### src/rtl/serial_pkg.sv
// Shared definitions for the UART-style serial receiver: state encodings,
// default bit timing and the error counter ceiling.
package serial_pkg;

  localparam int         CLKS_PER_BIT_DEFAULT = 434;
  localparam logic [7:0] ERR_COUNT_MAX        = 8'd255;

  typedef enum logic [7:0] {
    IDLE      = 8'h00,
    START     = 8'h01,
    DATA      = 8'h02,
    PARITY    = 8'h03,
    STOP      = 8'h04,
    WAIT_HIGH = 8'h05
  } rx_state_e;

endpackage

### src/rtl/serial_receiver_sync_2ff.sv
// Two-flop synchronizer for a single asynchronous bit; both flops load
// RESET_VALUE under synchronous reset.
module sync_2ff #(
  parameter logic RESET_VALUE = 1'b1
) (
  input  logic clk,
  input  logic rst,
  input  logic d_i,
  output logic q_o
);

  logic meta_q;
  logic sync_q;

  // NOTE: non-blocking assignments make both flops sample their pre-edge
  // inputs; blocking ones would collapse the chain into a single flop.
  always_ff @(posedge clk) begin
    if (rst) begin
      meta_q <= RESET_VALUE;
      sync_q <= RESET_VALUE;
    end else begin
      meta_q <= d_i;
      sync_q <= meta_q;
    end
  end

  assign q_o = sync_q;

endmodule

### src/rtl/serial_receiver.sv
// 8N1 serial receiver with mid-bit sampling, framing/parity error pulses and a
// saturating error counter. Define SERIAL_RECEIVER_PARITY_EN for 8E1 frames.
module serial_receiver
  import serial_pkg::*;
#(
  parameter int CLKS_PER_BIT = CLKS_PER_BIT_DEFAULT
) (
  input  logic       clk,
  input  logic       rst,
  input  logic       rx,
  output logic [7:0] byte_out,
  output logic       byte_available,
  output logic       framing_error,
  output logic       parity_error,
  output logic [7:0] error_count
);

  localparam logic [15:0] HALF_LAST = 16'(CLKS_PER_BIT / 2 - 1);
  localparam logic [15:0] BIT_LAST  = 16'(CLKS_PER_BIT - 1);

  rx_state_e   state_q, state_d;
  logic [15:0] timer_q, timer_d;
  logic [2:0]  bit_idx_q, bit_idx_d;
  logic [7:0]  shift_q, shift_d;
  logic [7:0]  byte_q, byte_d;
  logic        avail_q, avail_d;
  logic        ferr_q, ferr_d;
  logic [7:0]  err_cnt_q, err_cnt_d;
  logic [1:0]  flush_q, flush_d;
  logic        armed_q, armed_d;
  logic        rxs;
  logic        half_sample, bit_sample, stop_sample, parity_bad;

  sync_2ff #(.RESET_VALUE(1'b1)) u_sync (
    .clk (clk),
    .rst (rst),
    .d_i (rx),
    .q_o (rxs)
  );

  assign half_sample = (timer_q == HALF_LAST);
  assign bit_sample  = (timer_q == BIT_LAST);
  assign stop_sample = (state_q == STOP) && bit_sample;

  always_ff @(posedge clk) begin
    if (rst) state_q <= IDLE;
    else     state_q <= state_d;
  end

  // NOTE: every variable gets a default before the case so no path leaves it
  // unassigned, which would otherwise infer a latch.
  always_comb begin
    state_d = state_q;
    case (state_q)
      IDLE:      if (armed_q && !rxs) state_d = START;
      START:     if (half_sample) state_d = rxs ? IDLE : DATA;
      DATA: begin
        if (bit_sample && bit_idx_q == 3'd7) begin
`ifdef SERIAL_RECEIVER_PARITY_EN
          state_d = PARITY;
`else
          state_d = STOP;
`endif
        end
      end
`ifdef SERIAL_RECEIVER_PARITY_EN
      PARITY:    if (bit_sample) state_d = STOP;
`endif
      STOP:      if (bit_sample) state_d = rxs ? IDLE : WAIT_HIGH;
      WAIT_HIGH: if (bit_sample && rxs) state_d = IDLE;
      default:   state_d = IDLE;
    endcase
  end

`ifdef SERIAL_RECEIVER_PARITY_EN
  logic parity_bad_q, parity_bad_d, perr_q, perr_d;

  always_comb begin
    parity_bad_d = parity_bad_q;
    if (state_q == IDLE)                    parity_bad_d = 1'b0;
    else if (state_q == PARITY && bit_sample) parity_bad_d = (^shift_q) ^ rxs;
    perr_d = stop_sample && rxs && parity_bad_q;
  end

  always_ff @(posedge clk) begin
    if (rst) begin
      parity_bad_q <= 1'b0;
      perr_q       <= 1'b0;
    end else begin
      parity_bad_q <= parity_bad_d;
      perr_q       <= perr_d;
    end
  end

  assign parity_bad   = parity_bad_q;
  assign parity_error = perr_q;
`else
  logic perr_d;
  assign parity_bad   = 1'b0;
  assign perr_d       = 1'b0;
  assign parity_error = 1'b0;
`endif

  always_comb begin
    timer_d   = timer_q + 16'd1;
    bit_idx_d = bit_idx_q;
    shift_d   = shift_q;
    // A start edge is only honoured once the synchronizer holds real line
    // data showing high, so a frame already running at reset is dropped.
    flush_d   = {flush_q[0], 1'b1};
    armed_d   = armed_q | (flush_q[1] & rxs);

    if (state_q == IDLE || state_d != state_q || bit_sample ||
        (state_q == WAIT_HIGH && !rxs))
      timer_d = '0;

    if (state_q != DATA) begin
      bit_idx_d = '0;
    end else if (bit_sample) begin
      shift_d   = {rxs, shift_q[7:1]};
      bit_idx_d = bit_idx_q + 3'd1;
    end

    avail_d   = stop_sample && rxs && !parity_bad;
    ferr_d    = stop_sample && !rxs;
    byte_d    = avail_d ? shift_q : byte_q;
    err_cnt_d = err_cnt_q;
    if ((ferr_d || perr_d) && err_cnt_q != ERR_COUNT_MAX)
      err_cnt_d = err_cnt_q + 8'd1;
  end

  always_ff @(posedge clk) begin
    if (rst) begin
      timer_q   <= '0;
      bit_idx_q <= '0;
      shift_q   <= '0;
      byte_q    <= '0;
      avail_q   <= 1'b0;
      ferr_q    <= 1'b0;
      err_cnt_q <= '0;
      flush_q   <= '0;
      armed_q   <= 1'b0;
    end else begin
      timer_q   <= timer_d;
      bit_idx_q <= bit_idx_d;
      shift_q   <= shift_d;
      byte_q    <= byte_d;
      avail_q   <= avail_d;
      ferr_q    <= ferr_d;
      err_cnt_q <= err_cnt_d;
      flush_q   <= flush_d;
      armed_q   <= armed_d;
    end
  end

  assign byte_out       = byte_q;
  assign byte_available = avail_q;
  assign framing_error  = ferr_q;
  assign error_count    = err_cnt_q;

endmodule

### config.mk
export PLATFORM = sky130hd
export DESIGN_NAME = serial_receiver
export DESIGN_NICKNAME = d
export VERILOG_FILES = /design/src/rtl/serial_pkg.sv /design/src/rtl/serial_receiver_sync_2ff.sv /design/src/rtl/serial_receiver.sv
export SDC_FILE = /design/constraint.sdc
export NUM_CORES = 1
export LEC_CHECK = 0
export ABC_AREA = 1
export BUFFER_PORTS_ARGS = -buffer_cell sky130_fd_sc_hd__buf_4
export CORE_MARGIN = 2
export CORE_UTILIZATION = 53
export CTS_BUF_LIST = sky130_fd_sc_hd__clkbuf_16
export DETAILED_ROUTE_END_ITERATION = 12
export PLACE_DENSITY = 0.74
export RECOVER_POWER = 25
export SYNTH_ARGS = -nofsm -noshare
export SYNTH_HDL_FRONTEND = slang
export SYNTH_HIERARCHICAL = 1
export SYNTH_SLANG_ARGS = --single-unit
### constraint.sdc
create_clock -name clk -period 1.5 [get_ports clk]
set_input_delay 0.15 -clock clk [delete_from_list [all_inputs] [get_ports clk]]
set_output_delay 0.15 -clock clk [all_outputs]
set_load 0.01 [all_outputs]
==> metrics.txt, run 1 <==
CP endpoint kind=register; largest net degree at the start of global routing=21; fraction of registers with async set/reset=0%; Seq/Total Area, Yosys=43.1%; endpoints failing setup=40; final instance area=0.00410 sq mm; number of enable flip-flop cells after synthesis=0; Worst Max-Slew Pin Slew=829 ps; area growth from synthesis to layout=52.2%; layout cells sized above 1=49.4%; WL final=8570 um; global-route wire length before repair=10500 um; Mapped Cells=338; Worst-path clk slew=60 ps; critical path class=reg2reg; Netlist Area Pre-Place=0.00270 sq mm; DRC=0; Die Wd=75.3 um; met2 Use GR=37.7%; dpl ws=-86.6 ps; CP Launch Type=register; max incr delay on CP=380 ps; VDD IR max=0.909 mV; Slew Limit Headroom=44.7%; worst hold path type=in2reg; WL per Instance=17.1 um; die area=0.00567 sq mm; status=finished with violations; crit-path most repeated cell=nand2_1; number of synthesized register bits=58; Hold WS=122 ps; post-detail-place hpwl=4020 um; busiest grt layer=met2; DRT Pass-1 Iters=5; Main synth FF type=dfxtp_1; Top-Level Pins=22; H-tree depth=3; Placed Instances=469; All-Layer GR Usage=24.6%; Layout Cells excl Fill=500; Final Hold Fails=0; syn_area_per_cell=7.98 sq um; root buf cell=clkbuf_16; period utilization=116%; final worst path period need=1740 ps; P per Cell Area=933 mW/mm^2; Max FO, Critical Path=8; FMAX=574 MHz; met1 Use GR=33.5%; DR iter-0 viols=281; failing checks=setup timing; Layout fillers=245; met3 usage=4.76%; count of input and output buffers=20; row cnt=25; Netlist cell types=34; Core ar.=0.00482 sq mm; vias in the first global route=2308; synthesis warning total=6; TritonCTS buffer count=9; slowest cell on the critical path=dfxtp_4; RSZ-0062 raised after global routing=yes; CTS Sinks=58; critical path cell sequence=inv_2 > ha_1 > nand3b_1 > nor2_1 > nand2_1 > nand2_1 > nand2_1 > inv_2 > nand2_2 > nand4_4 > clkbuf_16 > nor3_2; Initial Utilization=56.0%; Lkg Pwr=1.67 nW; Placed Area=0.00332 sq mm; Max Root-Sink Buffers=2; number of max-cap violations=0; final setup margin=-241 ps; CTS tree=done; Final Skew=8.54 ps; CP required=1750 ps; Worst-Skew Late Latency=330 ps; Slew Viols, Final=0; grt total ovfl=0; Antenna Nets Post-Route=0; WP data arrival=1990 ps; Final GP Congestion=0.986; chip height=75.3 um; Vias/cell=5.53; Nets=437; routed vias=2764; Antenna Diode Count=0; initial antenna violation count=0
Yosys cell counts (2+ instances only):
cell type / number / share of area [%]
a21oi_1: 24 / 4.5
buf_4: 2 / 0.56
clkbuf_1: 4 / 0.56
dfxtp_1: 58 / 43
ha_1: 6 / 2.8
inv_1: 41 / 5.7
inv_2: 6 / 0.84
nand2_1: 40 / 5.6
nand2_2: 4 / 0.93
nand2_4: 2 / 0.84
nand3_1: 15 / 2.8
nand3_2: 2 / 0.74
nand4_1: 7 / 1.6
nor2_1: 36 / 5.0
nor2_2: 8 / 1.9
nor2_4: 3 / 1.3
nor3_1: 13 / 2.4
nor3_2: 11 / 4.1
o21ai_0: 25 / 4.6
xnor2_1: 5 / 1.6
xor2_1: 13 / 4.2
cells by family (layout without fill, tap and decap cells):
| kind of cell | after synthesis | in the layout | synth area share [%] |
|---|---|---|---|
| adders and majority gates | 6 | 6 | 2.78 |
| AOI/OAI and AO/OA | 53 | 53 | 10.1 |
| and+or+nand+nor | 145 | 145 | 29.4 |
| xor gates and xnor gates | 18 | 18 | 5.85 |
| buffers and inverters | 57 | 147 | 8.68 |
| DFF | 58 | 58 | 43.1 |
| other | 1 | 6 | 0.139 |
flip-flops by register name, summed over array words and instances (netlist names):
register and flops:
byte_available 1, state_q 8, bit_idx_q 3, framing_error 1, u_sync/meta_q 1, timer_q 16
error_count 8, shift_q 8, u_sync/q_o 1, byte_out 8, armed_q 1, flush_q 2
metal layers:
layer / vias to the layer above / wire (um)
li1: 1264 / -
met1: 1317 / 3380
met2: 146 / 4320
met3: 37 / 572
met4: 0 / 299
met5: - / 0
layout make-up:
type | instances | area [sq um] | area share [%]
Tap cell | 67 | 83.8 | 2.04
Inverter | 48 | 183 | 4.45
Sequential cell | 58 | 1180 | 28.7
Clock buffer | 9 | 225 | 5.49
Clock inverter | 7 | 85.1 | 2.07
Timing Repair Buffer | 83 | 721 | 17.6
Multi-Input combinational cell | 228 | 1630 | 39.7
stage by stage:
step	setup TNS [ps]	power (W)	utilization (%)
floorplan	-7.43	0.00164	-
finish	-5640	0.00383	85.2
global placement	-923	0.00166	68.9
CTS	-1370	0.00376	77.1
global route	-8430	0.00390	85.2
detailed placement	-1610	0.00166	68.9
report_power, final:
part           switching (W)  internal [W]  leakage, nW
Combinational      0.0000634     0.0000295         1.04
Clock               0.000736       0.00143        0.154
Sequential        0.00000899       0.00156        0.476
worst max-delay path: cells and delay by family, from the launching register on:
| family | cells | cell delay, ps |
|---|---|---|
| simple gates | 8 | 790 |
| flops | 1 | 380 |
| buf+inv | 3 | 300 |
| fa+ha+maj | 1 | 200 |
timing repair:
action,4_1_cts,5_1_grt
buffers inserted,2,9
hold endpoints to repair,1,0
resized for setup,18,93
setup endpoints to repair,42,46
cloned,0,3
pin swaps,4,27
hold buffers,1,0
cells in the final DEF, fill, tap and decap left out, drive strengths merged, types with 2 or more instances in the layout:
cell type / netlist / layout
xnor2: 5 / 5
bufinv: 0 / 2
nor2: 48 / 48
o21ai: 26 / 26
nand3: 17 / 17
a21oi: 24 / 24
dfxtp: 58 / 58
clkbuf: 4 / 11
inv: 47 / 48
conb: 1 / 6
nor3: 24 / 24
xor2: 13 / 13
buf: 5 / 80
ha: 6 / 6
clkinv: 1 / 4
nand4: 8 / 8
nand2: 46 / 46
final timing paths:
| check | slack, ps | cells past startpoint | startpoint | to |
|---|---|---|---|---|
| setup / recovery | -240 | 12 | timer_q[0]$_SDFF_PP0_ | timer_q[5]$_SDFF_PP0_ |
| hold / removal | 120 | 2 | rst | armed_q$_SDFF_PP0_ |
| setup reg to reg | -240 | 12 | timer_q[0]$_SDFF_PP0_ | timer_q[5]$_SDFF_PP0_ |
| hold reg to reg | 460 | 2 | flush_q[0]$_DFF_P_ | flush_q[1]$_SDFF_PP0_ |
Power figures use the tool's default switching activity.
==> run 2: changes to the inputs <==
--- a/config.mk
+++ b/config.mk
@@ -7,12 +7,12 @@
 export LEC_CHECK = 0
 export ABC_AREA = 1
 export BUFFER_PORTS_ARGS = -buffer_cell sky130_fd_sc_hd__buf_4
-export CORE_MARGIN = 2
 export CORE_UTILIZATION = 53
 export CTS_BUF_LIST = sky130_fd_sc_hd__clkbuf_16
 export DETAILED_ROUTE_END_ITERATION = 12
 export PLACE_DENSITY = 0.74
 export RECOVER_POWER = 25
+export SETUP_SLACK_MARGIN = 0.1
 export SYNTH_ARGS = -nofsm -noshare
 export SYNTH_HDL_FRONTEND = slang
 export SYNTH_HIERARCHICAL = 1
==> run 2 against run 1 <==
The flow still finishes with violations (setup timing). Worst setup slack better by 23 ps. Via count up 7.0%. Sequential power barely moved. Total power shrank 0.26%. First-iteration DRC count increased by 38%. Sequential cell count is the same.
==> metrics.txt, run 2 (synthesized netlist as in run 1, its figures left out) <==
status=finished with violations; failing checks=setup timing; routed vias=2958 (+7.0%); All-Layer GR Usage=30.4% (+5.8 points); Slew Viols, Final=0 (unchanged); Final Hold Fails=0 (unchanged); dpl ws=-123 ps (-36.3 ps); Initial Utilization=56.0% (unchanged); Top-Level Pins=22 (unchanged); TritonCTS buffer count=9 (unchanged); final worst path period need=1720 ps (-22.5 ps); Antenna Nets Post-Route=0 (unchanged); Worst-Skew Late Latency=330 ps (about the same); Top reg by flops=timer_q; CP required=1700 ps (-50 ps); WP data arrival=1920 ps (-70 ps); worst hold path type=in2reg; largest net degree at the start of global routing=21 (unchanged); Max FO, Critical Path=8 (unchanged); Int Pwr=0.00302 W (-0.12%); Core ar.=0.00482 sq mm (unchanged); Vias/cell=5.78 (+4.5%); Sw Pwr=0.000802 W (-0.76%); period utilization=115% (-1.5 points); die area=0.00538 sq mm (-5.2%); H-tree depth=3 (unchanged); count of input and output buffers=20 (unchanged); Antenna Diode Count=0 (unchanged); most common cell after layout, fill and taps aside=buf_4; Max Root-Sink Buffers=2 (unchanged); clock power share=56.4% (-0.3 points); chip height=73.3 um (-2.7%); layout cells sized above 1=47.9% (-1.6 points); final setup margin=-218 ps (+22.5 ps); CTS Sinks=58 (unchanged); critical path class=reg2reg; global-route wire length before repair=12200 um (+16%); post-detail-place hpwl=4060 um (+1.2%); DRC=0 (unchanged); FMAX=582 MHz (+1.3%); row cnt=25 (unchanged); endpoints failing setup=43 (+7.5%); initial antenna violation count=0 (unchanged); vias in the first global route=2584 (+12%); Nets=449 (+2.7%); Worst Max-Slew Pin Slew=637 ps (-192 ps); number of max-cap violations=0 (unchanged); Hold WS=14.4 ps (-107 ps); RSZ-0062 raised after global routing=yes; root buf cell=clkbuf_16; combinational share of power=2.5% (about the same); WL per Instance=19.4 um (+13%); grt total ovfl=0 (unchanged); DRT Pass-1 Iters=8 (+3); Worst-path clk slew=50 ps (about the same); Die Wd=73.3 um (-2.7%); VDD IR max=1.04 mV (+14%); Lkg Pwr=1.76 nW (+4.9%); P per Cell Area=908 mW/mm^2 (-2.7%); WL final=9910 um (+16%); hold buffer count at CTS=0 (-1); max reg flops=16 (unchanged); DR iter-0 viols=388 (+38%); CP endpoint kind=register; Net Sw Frac=21.0% (-0.11 points); Final GP Congestion=0.934 (-5.3%); CP Launch Type=register; Reg power frac=41.1% (+0.2 points); Slew Limit Headroom=57.5% (+13 points); Final Skew=9.51 ps (+0.964 ps); most frequent cells in the layout=83 x buf_4, 45 x dfxtp_1, 34 x inv_1; area growth from synthesis to layout=55.9%; CTS tree=done
-- run 2: cell types whose count changed in the layout (fill, tap and decap cells not counted), sizes merged --
| cell | change |
|---|---|
| buf | +13 |
| inv | -1 |
| dlygate4sd3 | -1 |
| clkinv | +1 |
-- run 2: per-layer routing --
layer | GRT usage (%) | up-vias | wire [um]
li1 | - | 1297 | -
met2 | 49.9 | 209 | 4750
met1 | 37.3 | 1395 | 3910
met3 | 7.54 | 57 | 783
met5 | 0 | - | 0
met4 | 15.0 | 0 | 468
-- run 2: path summary, 6_finish.rpt --
kind / startpoint / endpoint / slack, ps / cells past startpoint
max: timer_q[5]$_SDFF_PP0_ / timer_q[3]$_SDFF_PP0_ / -220 / 12
min: rx / u_sync/meta_q$_SDFF_PP1_ / 10 / 3
max reg2reg: timer_q[5]$_SDFF_PP0_ / timer_q[3]$_SDFF_PP0_ / -220 / 12
min reg2reg: u_sync/meta_q$_SDFF_PP1_ / u_sync/q_o$_SDFF_PP1_ / 460 / 2
-- run 2: area by class of cell --
class / count / area (sq um)
Multi-Input combinational cell: 228 / 1650
Sequential cell: 58 / 1180
Timing Repair Buffer: 95 / 797
Fill cell: 228 / 613
Clock buffer: 9 / 225
Inverter: 48 / 185
Clock inverter: 7 / 83.8
Tap cell: 67 / 83.8
-- run 2: power by group through the flow --
stage / clock network, W / registers (W) / logic [W]
after floorplan: 0 / 0.00159 / 0.0000479
after global placement: 0 / 0.00159 / 0.0000641
after detailed placement: 0 / 0.00159 / 0.0000656
after CTS: 0.00213 / 0.00156 / 0.0000754
after global routing: 0.00222 / 0.00157 / 0.000104
final: 0.00215 / 0.00157 / 0.0000961
-- run 2: critical path, stage by stage (launching register included) --
cell and delay [ps]:
dfxtp_1 380, nand2_2 100, inv_2 100, nand2_4 70
nor2_8 150, nand2_4 100, nand2_4 100, nand2_2 70
nor2_4 120, nand2_2 70, nand4_4 100, clkbuf_16 180
nor3_2 40
-- run 2: what timing repair did --
action | CTS | global route
setup endpoints to repair | 48 | 48
pin swaps | 8 | 38
setup buffers | 14 | 10
resized for setup | 49 | 58
gates cloned | 2 | 1
-- run 2: stage by stage --
step | cells | instance area, sq um | total power [W] | TNS (ps) | util (%)
4_1_cts | 501 | 3910 | 0.00377 | -1480 | 81.1
3_3_place_gp | 469 | 3350 | 0.00166 | -1340 | 69.5
6_report | 512 | 4200 | 0.00382 | -6900 | 87.3
2_1_floorplan | 343 | 2780 | 0.00164 | 0 | -
5_1_grt | 512 | 4200 | 0.00389 | -10030 | 87.3
3_5_place_dp | 469 | 3350 | 0.00166 | -1950 | 69.5
==> run 3: changes to the inputs <==
==> constraint.sdc (replaced) <==
create_clock -name clk -period 1.4 [get_ports clk]
set_input_delay 0.14 -clock clk [delete_from_list [all_inputs] [get_ports clk]]
set_output_delay 0.14 -clock clk [all_outputs]
set_load 0.01 [all_outputs]
==> run 3 against run 2 <==
Clock power rose by 11%. Die area did not move. The flow still finishes with violations (setup timing). Hold slack improved by 340 ps. Sequential share of layout area rose by 0.18 points.
==> metrics.txt, run 3 (synthesized netlist as in run 1, its figures left out) <==
CP required=1600 ps (-100 ps); final worst path period need=1720 ps (+3.04 ps); area growth from synthesis to layout=55.4%; H-tree depth=3 (unchanged); flop-to-flop setup slack=-320 ps (-100 ps); CTS Sinks=58 (unchanged); DRT Pass-1 Iters=5 (-3); period utilization=123% (+8.4 points); failing checks=setup timing; number of max-cap violations=0 (unchanged); CP Launch Type=register; Top reg by flops=timer_q; Vias/cell=5.52 (-4.5%); P per Cell Area=994 mW/mm^2 (+9.4%); Worst-path clk slew=50 ps (about the same); final setup margin=-321 ps (-103 ps); initial antenna violation count=0 (unchanged); Slew Viols, Final=0 (unchanged); Final Util=87.0% (-0.29 points); Final Hold Fails=0 (unchanged); DRC=0 (unchanged); Final Skew=5.82 ps (-3.68 ps); DR iter-0 viols=152 (-61%); All-Layer GR Usage=28.2% (-2.2 points); Worst-Skew Late Latency=340 ps (about the same); largest net degree at the start of global routing=31 (+48%); routed vias=2802 (-5.3%); CP endpoint kind=register; Final GP Congestion=0.939 (+0.49%); most frequent cells in the layout=76 x buf_4, 48 x dfxtp_1, 36 x inv_1; Slew Limit Headroom=55.1% (-2.4 points); Register Area=0.00118 sq mm (+0.32%); global-route wire length before repair=11200 um (-7.8%); endpoints failing setup=47 (+9.3%); reg-to-reg endpoint=state_q[0]$_SDFF_PP0_; RR Startpoint=timer_q[9]$_SDFF_PP0_; layout cells sized above 1=47.8% (about the same); die area=0.00538 sq mm (unchanged); Max Root-Sink Buffers=2 (unchanged); WL final=8980 um (-9.4%); WHS Endpoint=flush_q[0]$_DFF_P_; vias in the first global route=2400 (-7.1%); VDD IR max=1.13 mV (+9.2%); count of input and output buffers=20 (unchanged); Layout fillers=235 (+3.1%); FMAX=581 MHz (-0.18%); WHS Path Cells=2 (-1); Antenna Nets Post-Route=0 (unchanged); Lkg Pwr=1.70 nW (-3.3%); critical path class=reg2reg; grt total ovfl=0 (unchanged); Worst Max-Slew Pin Slew=673 ps (+36.1 ps); worst hold path type=in2reg; multi-input logic area=0.00164 sq mm (-0.30%); RSZ-0062 raised after global routing=yes; Nets=445 (-0.89%); Top-Level Pins=22 (unchanged); WP data arrival=1930 ps (about the same); chip height=73.3 um (unchanged); WL per Instance=17.7 um (-8.7%); root buf cell=clkbuf_16; Max FO, Critical Path=4 (-4); Core ar.=0.00482 sq mm (unchanged); row cnt=25 (unchanged); TritonCTS buffer count=9 (unchanged); most common cell after layout, fill and taps aside=buf_4; Initial Utilization=56.0% (unchanged); Antenna Diode Count=0 (unchanged); post-detail-place hpwl=4160 um (+2.3%); Die Wd=73.3 um (unchanged); Total Power=0.00416 W (+9.1%); FF-to-FF path depth=12 (unchanged); CTS tree=done; status=finished with violations; max reg flops=16 (unchanged); hold path startpoint=rst
==> run 3: metal layers <==
| layer | global-route usage (%) | part of all wire (%) |
|---|---|---|
| met5 | 0 | 0 |
| met4 | 15.2 | 4.4 |
| met3 | 4.53 | 5.6 |
| met2 | 45.6 | 50 |
| met1 | 36.1 | 40 |
==> run 3: timing repair <==
action,4_1_cts,5_1_grt
resized for setup,27,64
gates cloned,0,0
endpoints found under the hold margin,1,0
setup buffers,7,14
endpoints found under the setup margin,47,48
hold buffers,1,0
pin swaps,11,33
==> run 3: worst max path at each step <==
| stage | cells past startpoint | end | slack (ps) | startpoint |
|---|---|---|---|---|
| 2_1_floorplan | 12 | timer_q[1]$_SDFF_PP0_ | -100 | timer_q[1]$_SDFF_PP0_ |
| 3_3_place_gp | 9 | timer_q[0]$_SDFF_PP0_ | -210 | state_q[3]$_SDFF_PP0_ |
| 3_5_place_dp | 10 | timer_q[0]$_SDFF_PP0_ | -280 | state_q[2]$_SDFF_PP0_ |
| 4_1_cts | 12 | timer_q[12]$_SDFF_PP0_ | -200 | timer_q[1]$_SDFF_PP0_ |
| 5_1_grt | 12 | state_q[0]$_SDFF_PP0_ | -410 | timer_q[9]$_SDFF_PP0_ |
| 6_report | 12 | state_q[0]$_SDFF_PP0_ | -320 | timer_q[9]$_SDFF_PP0_ |
==> run 3: area by class of cell <==
class	instances	share of cell area [%]
Inverter	48	4.48
Sequential cell	58	28.2
Multi-Input combinational cell	228	39.2
Clock buffer	9	5.37
Clock inverter	7	2.24
Tap cell	67	2.00
Timing Repair Buffer	91	18.4
==> run 3: power breakdown <==
group          switching, W   total, W  leakage, nW  internal (W)
Combinational     0.0000690  0.0000984         1.07     0.0000293
Clock              0.000842    0.00239        0.151       0.00155
Sequential        0.0000109    0.00167        0.476       0.00166
==> run 3: per-stage QoR <==
step                      area, sq um  setup WS [ps]  hold slack (ps)  TNS [ps]  cells
after global placement           3410           -209              311     -3920    471
after detailed placement         3410           -282              320     -5360    471
after CTS                        3880           -203              252     -5720    495
after global routing             4190           -410              391    -13650    508
after floorplan                  2830          -96.8              225     -1080    343
final                            4190           -321              359    -11070    508
==> run 3: worst max-delay path: stages, from the launching register on <==
cell,delay (ps)
dfxtp_1,350
buf_4,150
nor2_1,140
nand3_1,110
nor2_1,160
nand2_1,110
nand2_1,70
nand2_1,60
inv_2,70
buf_4,110
nand3_1,60
o211ai_1,130
nor2_1,80
